`config.mk`:
```
export PLATFORM = sky130hd
export DESIGN_NAME = divu8_seq
export DESIGN_NICKNAME = d
export VERILOG_FILES = /design/src/rtl/divu_pkg.sv /design/src/rtl/fadder.sv /design/src/rtl/subu9.sv /design/src/rtl/divu8_seq.sv
export SDC_FILE = /design/constraint.sdc
export NUM_CORES = 1
export LEC_CHECK = 0
export ABC_AREA = 1
export BUFFER_PORTS_ARGS = -buffer_cell sky130_fd_sc_hd__buf_2
export CAP_MARGIN = 25
export CORE_MARGIN = 8
export CORE_UTILIZATION = 40
export CTS_CLUSTER_DIAMETER = 50
export CTS_CLUSTER_SIZE = 40
export DETAILED_ROUTE_END_ITERATION = 10
export PLACE_DENSITY = 0.63
export SLEW_MARGIN = 0
export SYNTH_ARGS = -nofsm -noshare
export SYNTH_HDL_FRONTEND = slang
export SYNTH_SLANG_ARGS = --single-unit
```
`constraint.sdc`:
```
create_clock -name clk -period 4.9 [get_ports clk]
set_input_delay 0.245 -clock clk [delete_from_list [all_inputs] [get_ports clk]]
set_output_delay 0.245 -clock clk [all_outputs]
set_load 0.03 [all_outputs]
```
`src/rtl/divu_pkg.sv`:
```
// Shared types and constants for the sequential unsigned divider.
package divu_pkg;

    typedef enum logic [1:0] {
        IDLE = 2'd0,
        CALC = 2'd1,
        DONE = 2'd2
    } divu_state_t;

    localparam int DIVU_W = 8;

    // Quotient reported when the divisor is zero.
    localparam logic [DIVU_W-1:0] DBZ_QUOT = {DIVU_W{1'b1}};

endpackage

```
`src/rtl/fadder.sv`:
```
// One-bit full adder cell used to build ripple arithmetic.
module fadder (
    input  logic a,
    input  logic b,
    input  logic ci,
    output logic s,
    output logic co
);

    assign s  = a ^ b ^ ci;
    assign co = (a & b) | (ci & (a ^ b));

endmodule

```
`src/rtl/subu9.sv`:
```
// Ripple subtractor a - b built as a + ~b + 1 from fadder cells.
module subu9 #(
    parameter int N = 9
) (
    input  logic [N-1:0] a,
    input  logic [N-1:0] b,
    output logic [N-1:0] diff,
    output logic         borrow_n
);

    logic [N:0] w_carry;

    assign w_carry[0] = 1'b1;

    for (genvar gi = 0; gi < N; gi++) begin : g_bit
        fadder u_fa (
            .a  (a[gi]),
            .b  (~b[gi]),
            .ci (w_carry[gi]),
            .s  (diff[gi]),
            .co (w_carry[gi+1])
        );
    end

    // Final carry-out high means no borrow, i.e. a >= b.
    assign borrow_n = w_carry[N];

endmodule

```
`src/rtl/divu8_seq.sv`:
```
// Sequential restoring unsigned divider: one quotient bit per clock,
// start/in_ready on the input side and out_valid/out_ready on the output side.
module divu8_seq
    import divu_pkg::*;
#(
    parameter int W = DIVU_W
) (
    input  logic         clk,
    input  logic         rst_n,
    input  logic         start,
    output logic         in_ready,
    input  logic [W-1:0] dividend,
    input  logic [W-1:0] divisor,
    output logic         out_valid,
    input  logic         out_ready,
    output logic [W-1:0] quotient,
    output logic [W-1:0] remainder,
    output logic         div_by_zero
);

    localparam int CW = $clog2(W) + 1;

    divu_state_t r_state;
    divu_state_t w_state_nxt;

    logic [W-1:0]  r_q;
    logic [W-1:0]  r_d;
    logic [W:0]    r_r;
    logic [CW-1:0] r_cnt;
    logic [W-1:0]  r_quot;
    logic [W-1:0]  r_rem;
    logic          r_dbz;
    logic          r_in_ready;
    logic          r_out_valid;

    logic [W:0]    w_t;
    logic [W:0]    w_diff;
    logic          w_no_borrow;
    logic [W:0]    w_r_nxt;
    logic [W-1:0]  w_q_nxt;
    logic          w_last;
    logic          w_accept;

    // Shift the partial remainder left and bring in the next dividend bit;
    // the shift discards R's top bit, which is always zero after a restore.
    assign w_t = (r_r << 1) | {{W{1'b0}}, r_q[W-1]};

    subu9 #(.N(W + 1)) u_sub (
        .a        (w_t),
        .b        ({1'b0, r_d}),
        .diff     (w_diff),
        .borrow_n (w_no_borrow)
    );

    assign w_r_nxt  = w_no_borrow ? w_diff : w_t;
    assign w_q_nxt  = {r_q[W-2:0], w_no_borrow};
    assign w_last   = (r_cnt == CW'(W - 1));
    assign w_accept = (r_state == IDLE) && start;

    // Next-state logic for the IDLE/CALC/DONE controller.
    always_comb begin
        w_state_nxt = r_state;
        case (r_state)
            IDLE: begin
                if (start) begin
                    w_state_nxt = (divisor == {W{1'b0}}) ? DONE : CALC;
                end else begin
                    w_state_nxt = IDLE;
                end
            end
            CALC: begin
                if (w_last) begin
                    w_state_nxt = DONE;
                end else begin
                    w_state_nxt = CALC;
                end
            end
            DONE: begin
                if (out_ready) begin
                    w_state_nxt = IDLE;
                end else begin
                    w_state_nxt = DONE;
                end
            end
            default: w_state_nxt = IDLE;
        endcase
    end

    // State register with handshake flags registered from the next state.
    always_ff @(posedge clk or negedge rst_n) begin
        if (!rst_n) begin
            r_state     <= IDLE;
            r_in_ready  <= 1'b1;
            r_out_valid <= 1'b0;
        end else begin
            r_state     <= w_state_nxt;
            r_in_ready  <= (w_state_nxt == IDLE);
            r_out_valid <= (w_state_nxt == DONE);
        end
    end

    // Operand latch, iteration datapath and result registers.
    always_ff @(posedge clk or negedge rst_n) begin
        if (!rst_n) begin
            r_q    <= {W{1'b0}};
            r_d    <= {W{1'b0}};
            r_r    <= {(W + 1){1'b0}};
            r_cnt  <= {CW{1'b0}};
            r_quot <= {W{1'b0}};
            r_rem  <= {W{1'b0}};
            r_dbz  <= 1'b0;
        end else begin
            case (r_state)
                IDLE: begin
                    if (w_accept) begin
                        r_q   <= dividend;
                        r_d   <= divisor;
                        r_r   <= {(W + 1){1'b0}};
                        r_cnt <= {CW{1'b0}};
                        if (divisor == {W{1'b0}}) begin
                            r_quot <= DBZ_QUOT;
                            r_rem  <= dividend;
                            r_dbz  <= 1'b1;
                        end
                    end
                end
                CALC: begin
                    r_q   <= w_q_nxt;
                    r_r   <= w_r_nxt;
                    r_cnt <= r_cnt + CW'(1);
                    if (w_last) begin
                        r_quot <= w_q_nxt;
                        r_rem  <= w_r_nxt[W-1:0];
                        r_dbz  <= 1'b0;
                    end
                end
                DONE: begin
                    r_cnt <= r_cnt;
                end
                default: begin
                    r_cnt <= {CW{1'b0}};
                end
            endcase
        end
    end

    assign in_ready    = r_in_ready;
    assign out_valid   = r_out_valid;
    assign quotient    = r_quot;
    assign remainder   = r_rem;
    assign div_by_zero = r_dbz;

endmodule

```
==> results of run 1 <==
-- layout make-up --
class / instances / area, µm² / share of cell area (%)
sequential: 49 / 1230 / 44.2
tap: 75 / 93.8 / 3.38
clock inverter: 1 / 30.0 / 1.08
timing repair buffer: 40 / 220 / 7.94
inverter: 28 / 105 / 3.79
multi-input combinational: 177 / 1010 / 36.5
clock buffer: 7 / 86.3 / 3.11
-- sequential cells by signal, summed over array words and instances, names as in the netlist --
| signal | flops |
|---|---|
| r_r | 8 |
| r_q | 8 |
| in_ready | 1 |
| quotient | 8 |
| r_state | 2 |
| r_cnt | 4 |
| div_by_zero | 1 |
| remainder | 8 |
| r_d | 8 |
| out_valid | 1 |
-- per-layer routing --
layer,vias to the layer above,wire length [µm],GRT usage (%),share of wire [%]
met5,-,0,0,0
met4,0,72,3.96,1.3
met3,7,289,3.21,5.3
met2,44,2460,20.8,45
met1,880,2620,17.8,48
li1,933,-,-,-
-- synthesized netlist by cell type --
cell type | instances | area share, %
nor2_1 | 13 | 2.0
a21oi_1 | 5 | 1.0
dfstp_2 | 1 | 1.1
nand2_1 | 63 | 9.8
nor2_4 | 1 | 0.47
buf_4 | 4 | 1.2
inv_2 | 2 | 0.31
nand3_1 | 47 | 9.8
buf_2 | 4 | 0.83
nand2_4 | 1 | 0.47
ha_1 | 2 | 1.0
o21ai_4 | 1 | 0.68
o211ai_1 | 12 | 3.7
xnor2_1 | 1 | 0.36
a32o_1 | 1 | 0.42
clkbuf_1 | 1 | 0.16
o21ai_0 | 13 | 2.7
fa_1 | 7 | 5.8
buf_6 | 1 | 0.47
o21ai_2 | 1 | 0.36
dfrtp_1 | 48 | 50
inv_1 | 26 | 4.0
nand2_2 | 2 | 0.52
nor2_2 | 1 | 0.26
mux2_2 | 5 | 2.3
nor3_1 | 1 | 0.21
-- through the flow --
step	cell area, µm²	hold WS, ns	std cells
6_report	2780	0.190	377
5_1_grt	2780	0.177	377
4_1_cts	2780	0.184	377
2_1_floorplan	2410	-0.0506	264
3_5_place_dp	2650	0.288	368
3_3_place_gp	2630	0.451	367
-- power groups by stage --
stage | combinational [mW] | sequential, mW | clock [mW]
4_1_cts | 1.13 | 0.715 | 0.309
3_3_place_gp | 1.10 | 0.718 | 0
5_1_grt | 1.28 | 0.738 | 0.326
3_5_place_dp | 1.12 | 0.722 | 0
6_report | 1.12 | 0.712 | 0.302
2_1_floorplan | 0.753 | 0.836 | 0
-- cell families (layout without fill, tap and decap cells) --
family                     after synthesis  in the layout  synth area share [%]
AOI/OAI and AO/OA                       33             33                  8.93
xor gates and xnor gates                 1              1                 0.364
adders and majority gates                9              9                  6.85
buffers and inverters                   38             76                  7.06
DFF                                     49             49                  50.9
muxes                                    5              5                  2.34
and+or+nand+nor                        129            129                  23.5
-- layout by cell type, fill, tap and decap left out, drive strengths merged --
cell type and count:
a21oi 5, a32o 1, buf 39, bufinv 1
clkbuf 7, dfrtp 48, dfstp 1, dlygate4sd3 1
fa 7, ha 2, inv 28, mux2 5
nand2 66, nand3 47, nor2 15, nor3 1
o211ai 12, o21ai 15, xnor2 1
-- final timing paths --
kind / slack (ns) / from / endpoint / depth (start not counted)
max in group asynchronous: 3.88 / rst_n / r_r[6] / 3
max reg2reg: 1.01 / r_q[7] / remainder[5] / 17
min in group asynchronous: 0.47 / rst_n / div_by_zero / 2
min: 0.19 / divisor[4] / r_d[4] / 2
max: 1.01 / r_q[7] / remainder[5] / 17
min reg2reg: 0.47 / quotient[0] / quotient[0] / 2
-- critical path: cells and delay by family (launching register included) --
kind | cells | cell delay [ns]
simple gates | 5 | 1.01
fa+ha+maj | 8 | 2.19
buf+inv | 4 | 0.26
flops | 1 | 0.38
-- repair_timing --
item	4_1_cts	5_1_grt
hold buffers	1	0
hold endpoints to repair	23	0
endpoints found under the setup margin	0	0
==> impl_results.md, run 1 <==
- Via count: 1864
- Register share of total power: 33.4%
- Crit-path slowest cell: nor2_1
- Core box area: 5890 µm²
- Die W: 93.6 µm
- Critical Path Sink Type: flop
- Total power: 2.13 mW
- Vias per std cell: 4.94
- Final WL: 5.44 mm
- DP Worst Slack: 1.07 ns
- Largest net degree at the start of global routing: 35
- Fmax: 0.257 GHz
- CP required: 5.15 ns
- Row cnt: 28
- Wire per inst: 14.4 µm
- Initial Utilization: 40.9%
- Leakage power: 1.43 nW
- CTS tree: built
- Fill cells: 586
- GRT Util Overall: 13.3%
- Final setup fails: 0
- Share of cells above drive strength 1: 20.2%
- Initial DRC Count: 111
- Worst skew pair latency: 0.30 ns
- CP arrival: 4.14 ns
- Post-route clock period utilization: 79.3%
- Netlist cell types: 26
- Cell Pwr Density: 768 nW/µm²
- Maxcap violations: 0
- Worst-case clock buffer depth: 2
- TritonCTS Buffers: 5
- ANT cells: 0
- Clock share of power: 14.2%
- Cell Int Power: 1.16 mW
- Io pins: 39
- Final RePlAce weighted congestion: 0.769
- Startpoint types: flop
- Final worst setup slack: 1.01 ns
- Layout net count: 330
- H-tree levels: 2
- HPWL after detailed placement: 3.98 mm
- Syn Area/Cell: 9.13 µm²
- Post-synthesis register bit count: 49
- First-pass GRT wire length: 9.45 mm
- Clock Tree Root: clkbuf_8
- Relative max-transition margin: 46.0%
- Clock Skews: 0.0106 ns
- P_sw: 0.977 mW
- Drt pass-1 iters: 4
- Area Growth Syn to Fin: 15.2%
- RSZ-0062 raised after global routing: no
- Final hold vios: 0
- # DRC: 0
- Initial antenna violation count: 0
- Logic pwr share: 52.4%
- Setup bufs post-CTS: 0
- Worst-path clk slew: 0.10 ns
- Post-synth net total: 293
- Worst path most repeated cell: fa_1
- Die Y-Extent: 93.6 µm
- Synth Cell Area: 2410 µm²
- Seq/Total Area, Yosys: 50.9%
- Port buffer count: 38
- Sink Count: 49
- CP Cell Sequence: inv_1, ha_1, inv_1, fa_1, fa_1, fa_1, inv_1, fa_1, fa_1, fa_1, fa_1, inv_1, nor2_1, nand3_1, nand3_1, nand3_1, nand2_1
- Hold crit path type: in2reg
- Worst Max-Slew Pin Slew: 0.810 ns
- Syn. warnings: 0
- Worst ir drop on vdd: 0.000257 V
- Syn Inst Count: 264
- Post-CTS sizing: 0
- Die area: 8760 µm²
- Status: finished clean
- Fin util: 47.2%
- Vias in the first global route: 1898
- Crit path largest cell delay: 0.51 ns
- Final min period: 3.89 ns
- CP Class: reg2reg
- DRT antenna net count: 0
- Grt total ovfl: 0
- Fin Setup TNS: 0 ns
- Switching share of power: 45.8%
- CP Max Fanout: 10
- Max Slew Vio Count: 0
Note: power is estimated with default switching activity, not from simulation.
==> inputs of run 2 (changes only) <==
ABC_AREA = 0   (was 1)
PLACE_DENSITY = 0.65   (was 0.63)
clock period = 3.4 ns   (was 4.9 ns; I/O delays follow)
==> impl_results.md, run 2 <==
- Status: finished, violations left
- Failing checks: setup timing
- Share of cells above drive strength 1: 30.5%
- Die Y-Extent: 93.0 µm
- Post-synth EDFFs: 0
- Post-synth top area cell: dfrtp_1
- Initial Utilization: 40.8%
- Relative max-transition margin: 52.4%
- Worst hold slack: 0.0816 ns
- Hold crit path type: in2reg
- Final hold vios: 0
- Worst ir drop on vdd: 0.000467 V
- Leading cell type in the layout, fill and taps excluded: dfrtp_1
- Commonest register cell after synthesis: dfrtp_1
- Top cells by count, synth: dfrtp_1 (48), nand2_1 (43), inv_1 (21), o21ai_0 (19), mux2i_1 (15)
- GRT Util Overall: 12.1%
- Final WL: 5.01 mm
- Final setup fails: 12
- Syn Inst Count: 228
- DP Worst Slack: -0.401 ns
- Inst Count DP: 343
- Critical Path Sink Type: flop
- Crit-path slowest cell: dfrtp_1
- Fill cells: 549
- Clock Skews: 0.0108 ns
- Ys async rst share: 100%
- Wire per inst: 14.0 µm
- Yosys top cell area share: 50.6%
- Worst Path Buf+Inv: 3
- CP Max Fanout: 6
- Io pins: 39
- Startpoint types: flop
- # DRC: 0
- TritonCTS Buffers: 5
- Post-synth net total: 257
- Cell Pwr Density: 1170 nW/µm²
- CP top delay family: adder cells
- Post-route clock period utilization: 103%
- Area after DPL: 2730 µm²
- Largest net degree at the start of global routing: 28
- Worst-case clock buffer depth: 2
- Vias per std cell: 4.78
- CP Class: reg2reg
- Fin cells: 357
- Final worst setup slack: -0.110 ns
- ANT cells: 0
- CP arrival: 3.70 ns
- Leakage power: 1.40 nW
- Worst-path clk slew: 0.09 ns
- Port buffer count: 38
- Area Growth Syn to Fin: 22.6%
- Die W: 93.0 µm
- CP required: 3.59 ns
- Worst Max-Slew Pin Slew: 0.714 ns
- Synth Cell Area: 2370 µm²
- Grt total ovfl: 0
- First-pass GRT wire length: 8.25 mm
- Seq/Total Area, Yosys: 51.7%
- Sink Count: 49
- Initial DRC Count: 75
- CTS tree: built
- CP Cell Sequence: inv_1, ha_2, inv_2, fa_2, fa_2, fa_2, inv_2, fa_2, fa_2, fa_2, fa_2, nor2b_4, mux2i_2, o21ai_0, mux2_2
- Row cnt: 28
- Netlist cell types: 37
- Syn Area/Cell: 10.4 µm²
- Via count: 1708
- Drt pass-1 iters: 5
- Worst skew pair latency: 0.30 ns
- HPWL after detailed placement: 3.73 mm
- Clock Tree Root: clkbuf_8
- Most frequent cells in the layout: dfrtp_1 (48), nand2_1 (43), buf_2 (38), inv_1 (19)
- Fmax: 0.285 GHz
- H-tree levels: 2
- Die area: 8650 µm²
- Core box area: 5820 µm²
- Crit path largest cell delay: 0.38 ns
- DRT antenna net count: 0
- Max Slew Vio Count: 0
- Post-synthesis register bit count: 49
- Fin util: 50.0%
- Worst path most repeated cell: fa_2
- Layout net count: 310
- Most frequent cell after synthesis: dfrtp_1
- Maxcap violations: 0
- RSZ-0062 raised after global routing: yes
- Design area: 2910 µm²
- Syn. warnings: 0
- Synth area leaders: dfrtp_1 (51%), nand2_1 (6.8%), mux2i_1 (6.3%)
- Final RePlAce weighted congestion: 0.790
- Vias in the first global route: 1675
- Initial antenna violation count: 0
- Final min period: 3.51 ns
==> run 2: changes by cell type after synthesis, sizes merged, moves of 5 or more <==
cell | previous run | this run
a21o | 0 | 7
o211ai | 12 | 2
o21ai | 15 | 20
nand2 | 66 | 45
mux2i | 0 | 15
nor2 | 15 | 10
inv | 28 | 21
nand3 | 47 | 1
==> run 2: power by group <==
group	internal, mW	switching [mW]
sequential	0.874	0.182
clock	0.221	0.190
combinational	0.920	1.03
total	2.01	1.40
==> run 2: through the flow <==
stage | total power [mW] | setup TNS (ns)
after floorplan | 2.34 | -0.0366
after global placement | 2.82 | -2.50
after detailed placement | 2.87 | -3.24
after CTS | 3.38 | -0.426
after global routing | 3.70 | -2.73
final | 3.42 | -0.659
==> run 2: cell type report <==
| type | instances | area [µm²] | area share (%) |
|---|---|---|---|
| sequential | 49 | 1230 | 42.2 |
| multi-input combinational | 148 | 1060 | 36.3 |
| timing repair buffer | 56 | 340 | 11.7 |
| tap | 75 | 93.8 | 3.23 |
| inverter | 21 | 78.8 | 2.71 |
| clock buffer | 6 | 72.6 | 2.50 |
| clock inverter | 2 | 38.8 | 1.33 |
==> run 2: path summary, 6_finish.rpt <==
kind | start | end | slack (ns) | depth (start not counted)
hold / removal | divisor[6] | r_d[6] | 0.08 | 3
setup reg to reg | r_q[7] | remainder[1] | -0.11 | 15
setup / recovery | r_q[7] | remainder[1] | -0.11 | 15
max in group asynchronous | rst_n | r_r[5] | 2.48 | 3
min in group asynchronous | rst_n | quotient[0] | 0.38 | 2
hold reg to reg | r_r[6] | r_r[6] | 0.48 | 1
==> run 2: cells by family (layout without fill, tap and decap cells) <==
logic type | after synthesis | count (layout) | share of synthesized area, %
simple gates | 69 | 69 | 13.0
flops | 49 | 49 | 51.7
compound gates | 45 | 45 | 11.9
buf+inv | 31 | 85 | 5.54
mux | 23 | 23 | 10.1
fa+ha+maj | 9 | 9 | 6.96
xor+xnor | 2 | 2 | 0.739
==> run 2: repair_timing <==
| action | 4_1_cts | 5_1_grt |
|---|---|---|
| buffers inserted | 4 | 1 |
| pin swaps | 1 | 2 |
| hold endpoints to repair | 21 | 0 |
| hold buffers | 1 | 0 |
| resized for setup | 2 | 4 |
| setup endpoints to repair | 15 | 17 |
==> run 2: routing by layer <==
metal / track usage [%] / part of all wire [%]
met2: 18.8 / 44
met1: 15.4 / 46
met5: 0 / 0
met3: 3.85 / 8.5
met4: 4.83 / 1.2
==> run 2: worst register-to-register path: stages (launching register included) <==
cell and delay, ns:
dfrtp_1 0.38, inv_1 0.06, ha_2 0.16, inv_2 0.03, fa_2 0.33, fa_2 0.34, fa_2 0.34, inv_2 0.06
fa_2 0.19, fa_2 0.20, fa_2 0.20, fa_2 0.21, nor2b_4 0.28, mux2i_2 0.26, o21ai_0 0.10, mux2_2 0.27
